### src/rtl/mux_scan_reg.sv
// mux_scan_reg: registered N-channel, W-bit multiplexer with break-before-make
// select switching and an optional auto-scan mode.
//
// Build option: define MUX_SCAN_EN to compile in the auto-scan mode (mode input,
// dwell counter, DWELL parameter). Without it the block is manual-only and the
// mode input is ignored.
//
// Ports:
//   clk      in   system clock, rising edge
//   rst_n    in   asynchronous active-low reset
//   i        in   CH*WIDTH channel inputs, channel k = i[k*WIDTH +: WIDTH]
//   s        in   requested channel (manual mode)
//   s_valid  in   s is presented
//   s_ready  out  block can accept a new s
//   mode     in   0 = manual, 1 = auto-scan
//   o        out  registered selected channel data (0 while blanking)
//   o_valid  out  o carries live channel data
//   cur_sel  out  channel currently routed or being switched to
//
// state | meaning
// HOLD  | o tracks channel cur_sel every edge
// BLANK | o forced 0 for BLANK cycles after a channel change

module mux_scan_reg #(
  parameter int WIDTH = 1,
  parameter int SEL_W = 2,
  parameter int BLANK = 2,
  parameter int DWELL = 16
) (
  input  logic                        clk,
  input  logic                        rst_n,
  input  logic [(2**SEL_W)*WIDTH-1:0] i,
  input  logic [SEL_W-1:0]            s,
  input  logic                        s_valid,
  output logic                        s_ready,
  input  logic                        mode,
  output logic [WIDTH-1:0]            o,
  output logic                        o_valid,
  output logic [SEL_W-1:0]            cur_sel
);

  localparam int BL_W = (BLANK > 1) ? $clog2(BLANK) : 1;
  localparam logic [BL_W-1:0] BL_LAST = BL_W'((BLANK > 0) ? BLANK - 1 : 0);

  typedef enum logic {S_HOLD, S_BLANK} state_t;

  state_t            state, state_nxt;
  logic [SEL_W-1:0]  sel_nxt;
  logic [WIDTH-1:0]  o_nxt;
  logic              ov_nxt;
  logic [BL_W-1:0]   bcnt, bcnt_nxt;
  logic [WIDTH-1:0]  ch_data;
  logic              scan_on;
  logic              change;
  logic [SEL_W-1:0]  new_sel;

`ifdef MUX_SCAN_EN
  localparam int DW_W = (DWELL > 1) ? $clog2(DWELL) : 1;
  localparam logic [DW_W-1:0] DW_LAST = DW_W'(DWELL - 1);

  logic [DW_W-1:0] dwell, dwell_nxt;
  logic            mode_q;

  assign scan_on = mode;
`else
  logic unused_mode;
  assign unused_mode = mode;
  assign scan_on = 1'b0;
`endif

  assign ch_data = i[cur_sel*WIDTH +: WIDTH];

  // o_valid is low only in reset and blanking, so it also masks the first
  // cycle after reset release.
  assign s_ready = (state == S_HOLD) && o_valid && !scan_on;

  always_comb begin
    state_nxt = state;
    sel_nxt   = cur_sel;
    o_nxt     = o;
    ov_nxt    = o_valid;
    bcnt_nxt  = bcnt;
    change    = 1'b0;
    new_sel   = cur_sel;
`ifdef MUX_SCAN_EN
    dwell_nxt = dwell;
`endif
    case (state)
      S_HOLD: begin
        o_nxt  = ch_data;
        ov_nxt = 1'b1;
        if (s_valid && s_ready) begin
          if (s != cur_sel) begin
            change  = 1'b1;
            new_sel = s;
          end
        end
`ifdef MUX_SCAN_EN
        // The load edge after reset does not count toward the dwell, so each
        // channel is shown for DWELL cycles including the first.
        else if (scan_on && o_valid) begin
          if (dwell == DW_LAST) begin
            change  = 1'b1;
            new_sel = SEL_W'(cur_sel + 1'b1);
          end else begin
            dwell_nxt = DW_W'(dwell + 1'b1);
          end
        end
`endif
        if (change) begin
          sel_nxt = new_sel;
`ifdef MUX_SCAN_EN
          dwell_nxt = '0;
`endif
          if (BLANK > 0) begin
            state_nxt = S_BLANK;
            o_nxt     = '0;
            ov_nxt    = 1'b0;
            bcnt_nxt  = '0;
          end
        end
      end
      S_BLANK: begin
        o_nxt  = '0;
        ov_nxt = 1'b0;
        if (bcnt == BL_LAST) begin
          state_nxt = S_HOLD;
          o_nxt     = ch_data;
          ov_nxt    = 1'b1;
          bcnt_nxt  = '0;
        end else begin
          bcnt_nxt = BL_W'(bcnt + 1'b1);
        end
      end
      default: begin
        state_nxt = S_HOLD;
      end
    endcase
`ifdef MUX_SCAN_EN
    if (mode != mode_q) dwell_nxt = '0;
`endif
  end

  always_ff @(posedge clk or negedge rst_n) begin
    if (!rst_n) begin
      state   <= S_HOLD;
      cur_sel <= '0;
      o       <= '0;
      o_valid <= 1'b0;
      bcnt    <= '0;
`ifdef MUX_SCAN_EN
      dwell   <= '0;
      mode_q  <= 1'b0;
`endif
    end else begin
      state   <= state_nxt;
      cur_sel <= sel_nxt;
      o       <= o_nxt;
      o_valid <= ov_nxt;
      bcnt    <= bcnt_nxt;
`ifdef MUX_SCAN_EN
      dwell   <= dwell_nxt;
      mode_q  <= mode;
`endif
    end
  end

endmodule

### config.mk
export PLATFORM = sky130hd
export DESIGN_NAME = mux_scan_reg
export DESIGN_NICKNAME = d
export VERILOG_FILES = /design/src/rtl/mux_scan_reg.sv
export SDC_FILE = /design/constraint.sdc
export NUM_CORES = 1
export LEC_CHECK = 0
export ABC_AREA = 1
export CELL_PAD_IN_SITES_DETAIL_PLACEMENT = 1
export CELL_PAD_IN_SITES_GLOBAL_PLACEMENT = 1
export CORE_UTILIZATION = 25
export CTS_CLUSTER_DIAMETER = 120
export CTS_CLUSTER_SIZE = 14
export DETAILED_ROUTE_END_ITERATION = 7
export GPL_ROUTABILITY_DRIVEN = 0
export PLACE_DENSITY_LB_ADDON = 0.1
export SLEW_MARGIN = 10
export SYNTH_ARGS = -nofsm -noshare
export SYNTH_HDL_FRONTEND = slang
export SYNTH_SLANG_ARGS = --single-unit
### constraint.sdc
create_clock -name clk -period 1.5 [get_ports clk]
set_clock_uncertainty 0.15 [all_clocks]
set_input_delay 0.45 -clock clk [delete_from_list [all_inputs] [get_ports clk]]
set_output_delay 0.45 -clock clk [all_outputs]
set_load 0.05 [all_outputs]
==> impl_results.md, run 1 <==
* Mean Syn Cell Area at 7.21 um^2
* Vias in the first global route at 379
* F_max at 646 MHz
* Clock group share of total power at 0.116
* CP max-delay cell: dfrtp_2
* Share of cells above drive strength 1 at 0.371
* GR Util All Layers at 0.160
* Largest net degree at the start of global routing at 7
* Post-DRT Antenna Nets at 0
* Area grow syn2layout at 83.0%
* Syn. warnings at 0
* Mapped Area at about 340 um^2
* Sw Share at 0.457
* Largest fanout on the critical path at 2
* Drt initial violations at 2
* Measured slew at the worst slew-check pin at a little over 0.3 ns
* Initial antenna violation count at 0
* Ports at 15
* Root Driver: clkbuf_4
* Top delay family on crit path: flip-flops
* Lkg Pwr at approximately 0.34 nW
* Placed cell areas at 551 um^2
* Buffers on Ports at 13
* Worst EP required at ~0.9 ns
* Final wirelength at approximately 970 um
* N_diodes at 0
* Drt first pass iters at 4
* Area of the multi-input gates at ~140 um^2
* Fin. Hold Viols at 0
* CP startpoint kind: register
* Vias after detailed routing at 344
* Commonest non-fill, non-tap cells in the layout: nand2_1 (17), inv_1 (10), clkdlybuf4s50_1 (8)
* Max Cap Viol at 0
* Worst vdd ir at about 1200 uV
* Combinational share of power at 0.661
* First-pass GRT wire length at approximately 1.5 mm
* Hpwl dp at about 740 um
* Total CTS buffers at 3
* Clk_lat worst skew at ~0.25 ns
* Initial core utilization at 0.286
* Crit-path cells: inv_2, nor2_4, buf_12
* Syn Nets at 57
* Sequential power share at 0.223
* Post-synthesis sequential area ratio at 0.443
* Arrival time at the worst endpoint at ~0.95 ns
* Switching pwr at just under 0.0007 W
* Core region area at about 0.0012 mm^2
* Core Rows at 12
* Power Internal at approximately 0.00083 W
* Slew Limit Fails at 0
* CTS tree: done
* GRT overflow at 0
* Clock sinks at 6
* DR DRC count at 0
* Synthesized flop and latch total at 6
* Max-slew headroom at 0.797
* FF/Latch Area at 154 um^2
* Period utilization at 1.03
* Most common cell after layout, fill and taps aside: nand2_1
* Crit. End Element: output pin
* Die footprint at between 0.0015 and 0.002 mm^2
* Clk pin slew, worst setup/hold paths at ~0.060 ns
* Buf/Inv on CP at 2
* Max incr delay on CP at roughly 0.37 ns
* WL/cell at about 12 um
* Hold Crit Class: input pin to asynchronous set/reset pin
* Failing checks: negative setup slack
* CP Class: register to output pin
* CTS H-tree lvls at 1
* Syn Inst Count at between 40 and 50
* Die height at 38.8 um
* Yosys cell types at 11
* Post-route minimum period at around 1.5 ns
* Die W at slightly below 40 um
* Final setup violation count at 2
* RSZ-0062 raised after global routing: yes
* Status: finished, violations left
* Power Total at 0.00152 W
* Vias per cell at a little over 4
* Final nets at just over 80
* Max Buffers Root-to-Sink at 2
* Number of fillers in the final layout at 142
* PwrDens at ~2500 mW/mm^2
* Final worst slack at -0.0486 ns
* Design area at just over 600 um^2
## timing repair
action,CTS,global route
buffers inserted,2,3
gates resized for setup,1,2
hold buffers,0,0
endpoints found under the setup margin,2,3
pin swaps,1,1
## cell type report
type	count	area share
Multi-Input combinational cell	28	0.232
Sequential cell	6	0.248
Timing Repair Buffer	19	0.369
Tap cell	14	0.0282
Clock buffer	4	0.0423
Inverter	13	0.0806
## synthesized netlist by cell type
library cell | number | share of area
nor2_2 | 2 | 0.037
dfrtp_1 | 6 | 0.44
clkinv_2 | 1 | 0.015
nand2_1 | 17 | 0.19
nand2_2 | 1 | 0.018
inv_1 | 11 | 0.12
inv_2 | 1 | 0.011
o21ai_0 | 2 | 0.030
nor2_1 | 2 | 0.022
nand3_1 | 1 | 0.015
nand2_4 | 3 | 0.10
## final timing paths
path,start,end,slack [ns],cells after the start
worst max-delay path,o_valid$_DFF_PN0_,s_ready,-0.05,3
worst min-delay path,rst_n,o$_DFF_PN0_,0.30,1
worst max register to register,cur_sel[0]$_DFFE_PN0P_,o$_DFF_PN0_,0.22,8
worst min register to register,bcnt$_DFFE_PN0P_,bcnt$_DFFE_PN0P_,0.46,4
max in group asynchronous,rst_n,cur_sel[0]$_DFFE_PN0P_,0.65,1
min in group clk,bcnt$_DFFE_PN0P_,bcnt$_DFFE_PN0P_,0.46,4
## through the flow
stage / setup slack, ns / hold slack [ns] / setup TNS, ns / std cells / util
after global placement: -0.0893 / 0.422 / -0.289 / 75 / 0.464
after detailed placement: -0.115 / 0.468 / -0.391 / 75 / 0.464
after global routing: -0.0951 / 0.310 / -0.151 / 84 / 0.523
final: -0.0486 / 0.298 / -0.0756 / 84 / 0.523
after CTS: -0.0704 / 0.308 / -0.0704 / 81 / 0.500
after floorplan: -0.00391 / 0.00441 / -0.00391 / 47 / -
## power by group through the flow
stage | logic (W) | registers (W) | clock network [W]
after floorplan | 0.000338 | 0.000482 | 0
after global placement | 0.000864 | 0.000346 | 0
after detailed placement | 0.000885 | 0.000356 | 0
after CTS | 0.000933 | 0.000353 | 0.000179
after global routing | 0.00108 | 0.000348 | 0.000190
final | 0.00101 | 0.000339 | 0.000176
## flip-flops by register name (all words and copies together), names as in the netlist
name and cells:
bcnt 1, cur_sel 2, o 1, o_valid 1, state 1
## metal layers
layer	wire length [um]	vias up	track usage
li1	-	177	-
met1	448	162	0.188
met2	487	5	0.258
met3	31	0	0.0520
met4	0	0	0.0776
met5	0	-	0
## cells by family (layout without fill, tap and decap cells)
family          count (synthesis)  count (layout)  share of synthesized area
simple gates                   26              26                      0.380
flops                           6               6                      0.443
compound gates                  2               2                     0.0295
buf+inv                        13              36                      0.148
Note: power is estimated with default switching activity, not from simulation.
==> inputs of run 2 (changes only) <==
- SETUP_SLACK_MARGIN: unset -> 0.3
==> run 2 against run 1 <==
Against the previous run:
- the flow still finishes with violations (negative setup slack)
- wire length rose by 6.1%
- count of clock-buffer cells in the layout did not move
- clock power fell by 3%
- critical path depth fell by 1
- hold slack got worse by 0.016 ns
- first-iteration DRC count rose by 100%
- global-route usage fell by 0.48 points
- sequential share of layout area fell by 2.6 points
- critical path type unchanged
- highest routed layer is now met4
==> impl_results.md, run 2 (synthesis results as in run 1) <==
* Status: finished, violations left
* Failing checks: negative setup slack
* CP startpoint kind: register
* CTS H-tree lvls at 1
* Initial core utilization at 0.286
* Final non-filler cell total at 89
* Sequential power share at 0.193
* Worst vdd ir at about 1300 uV
* Initial antenna violation count at 0
* PwrDens at about 2400 mW/mm^2
* Measured slew at the worst slew-check pin at between 0.2 and 0.3 ns
* Max-slew headroom at 0.821
* N_diodes at 0
* Placed cells at 76
* Flip-flop count of the largest register after layout at 2
* Crit-path cells: buf_4, buf_12
* Fin. Hold Viols at 0
* Post-route minimum period at 1.53 ns
* CP max-delay cell: dfrtp_2
* Max Cap Viol at 0
* Arrival time at the worst endpoint at roughly 0.93 ns
* Combinational share of power at 0.704
* Hold Crit Class: input pin to asynchronous set/reset pin
* Core region area at about 0.0012 mm^2
* RSZ-0062 raised after global routing: yes
* Setup crit start: o_valid$_DFF_PN0_
* Design area at ~700 um^2
* Final nets at 86
* Clock group share of total power at 0.103
* Commonest non-fill, non-tap cells in the layout: nand2_1 (14), inv_1 (8), buf_4 (8)
* Die footprint at between 0.0015 and 0.002 mm^2
* Reg2reg start: o_valid$_DFF_PN0_
* Hold slack at between 0.2 and 0.3 ns
* Area grow syn2layout at 104%
* Ports at 15
* Clock sinks at 6
* Drt initial violations at 4
* DR DRC count at 0
* Slew Limit Fails at 0
* Placed cell areas at ~560 um^2
* Buf/Inv on CP at 2
* Final worst slack at -0.0328 ns
* Hpwl dp at 653 um
* Post-DRT Antenna Nets at 0
* Total CTS buffers at 3
* Largest net degree at the start of global routing at 7
* Clk pin slew, worst setup/hold paths at 0.05 ns
* Crit. End Element: output pin
* Max incr delay on CP at about 0.40 ns
* Power Internal at around 0.00091 W
* CTS tree: done
* Post-layout util at 0.583
* First-pass GRT wire length at 1.42 mm
* Vias in the first global route at between 300 and 400
* Switching pwr at approximately 0.00075 W
* Largest fanout on the critical path at 2
* CP Class: register to output pin
* Lkg Pwr at 0.368 nW
* F_max at between 600 and 700 MHz
* Worst EP required at around 0.90 ns
* Root Driver: clkbuf_4
* Vias after detailed routing at 370
* Sw Share at 0.451
* R2R setup slack at 0.19 ns
* Vias per cell at slightly above 4
* Core Rows at 12
* GRT overflow at 0
* Final setup violation count at 2
* Buffers on Ports at 13
* Drt first pass iters at 2
* Clk_lat worst skew at ~0.25 ns
* Max Buffers Root-to-Sink at 2
* Period utilization at 1.02
* GR Util All Layers at 0.155
* Die height at roughly 39 um
* Die W at just under 40 um
* Most common cell after layout, fill and taps aside: nand2_1
* Largest Register: cur_sel
* Share of cells above drive strength 1 at 0.480
* Top delay family on crit path: flip-flops
* Pre-CTS setup slack at -0.122 ns
* Final wirelength at approximately 1.0 mm
* WL/cell at about 12 um
run 2: changes by cell type in the layout (fill, tap and decap cells not counted), sizes merged:
cell / before / now
clkdlybuf4s50: 8 / 5
buf: 11 / 16
dlygate4sd2: 0 / 3
run 2: area by class of cell:
cell class | count | area (um^2)
flip-flops and latches | 6 | 154
fillers | 146 | 494
inverters | 13 | 58.8
multi-input cells | 28 | 165
well taps | 14 | 17.5
repair buffers | 24 | 270
clock buffers | 4 | 26.3
run 2: power groups by stage:
stage / clock (W) / combinational (W) / sequential, W
2_1_floorplan: 0 / 0.000342 / 0.000487
3_3_place_gp: 0 / 0.000871 / 0.000352
3_5_place_dp: 0 / 0.000879 / 0.000354
4_1_cts: 0.000175 / 0.00102 / 0.000328
5_1_grt: 0.000187 / 0.00125 / 0.000329
6_report: 0.000171 / 0.00117 / 0.000321
run 2: per-stage QoR:
stage	total power [W]	setup TNS (ns)
2_1_floorplan	0.000829	-0.00391
3_3_place_gp	0.00122	-0.284
3_5_place_dp	0.00123	-0.397
4_1_cts	0.00153	-0.0539
5_1_grt	0.00177	-0.133
6_report	0.00166	-0.0577
run 2: worst paths after layout:
kind                                endpoint  cells after the start
max                                  o_valid                      2
min                         bcnt$_DFFE_PN0P_                      1
max reg2reg                      o$_DFF_PN0_                      9
min reg2reg                 bcnt$_DFFE_PN0P_                      4
max in group asynchronous  o_valid$_DFF_PN0_                      1
min in group clk            bcnt$_DFFE_PN0P_                      4
run 2: per-layer routing:
metal | track usage | up-vias | share of wire
met3 | 0.104 | 4 | 0.055
met4 | 0.0776 | 0 | 0.023
met1 | 0.163 | 169 | 0.39
li1 | - | 188 | -
met5 | 0 | - | 0
met2 | 0.233 | 9 | 0.53
run 2: what timing repair did:
item | CTS | global route
endpoints found under the hold margin | 0 | 0
hold buffers | 0 | 0
resized for setup | 7 | 9
pin swaps | 3 | 8
endpoints found under the setup margin | 10 | 10
buffers inserted | 6 | 3
cloned | 0 | 0
==> inputs of run 3 (changes only) <==
- SLEW_MARGIN: 10 -> 5
==> results of run 3 <==
Same layout as run 2: the final DEF is identical, and so are final timing and power.
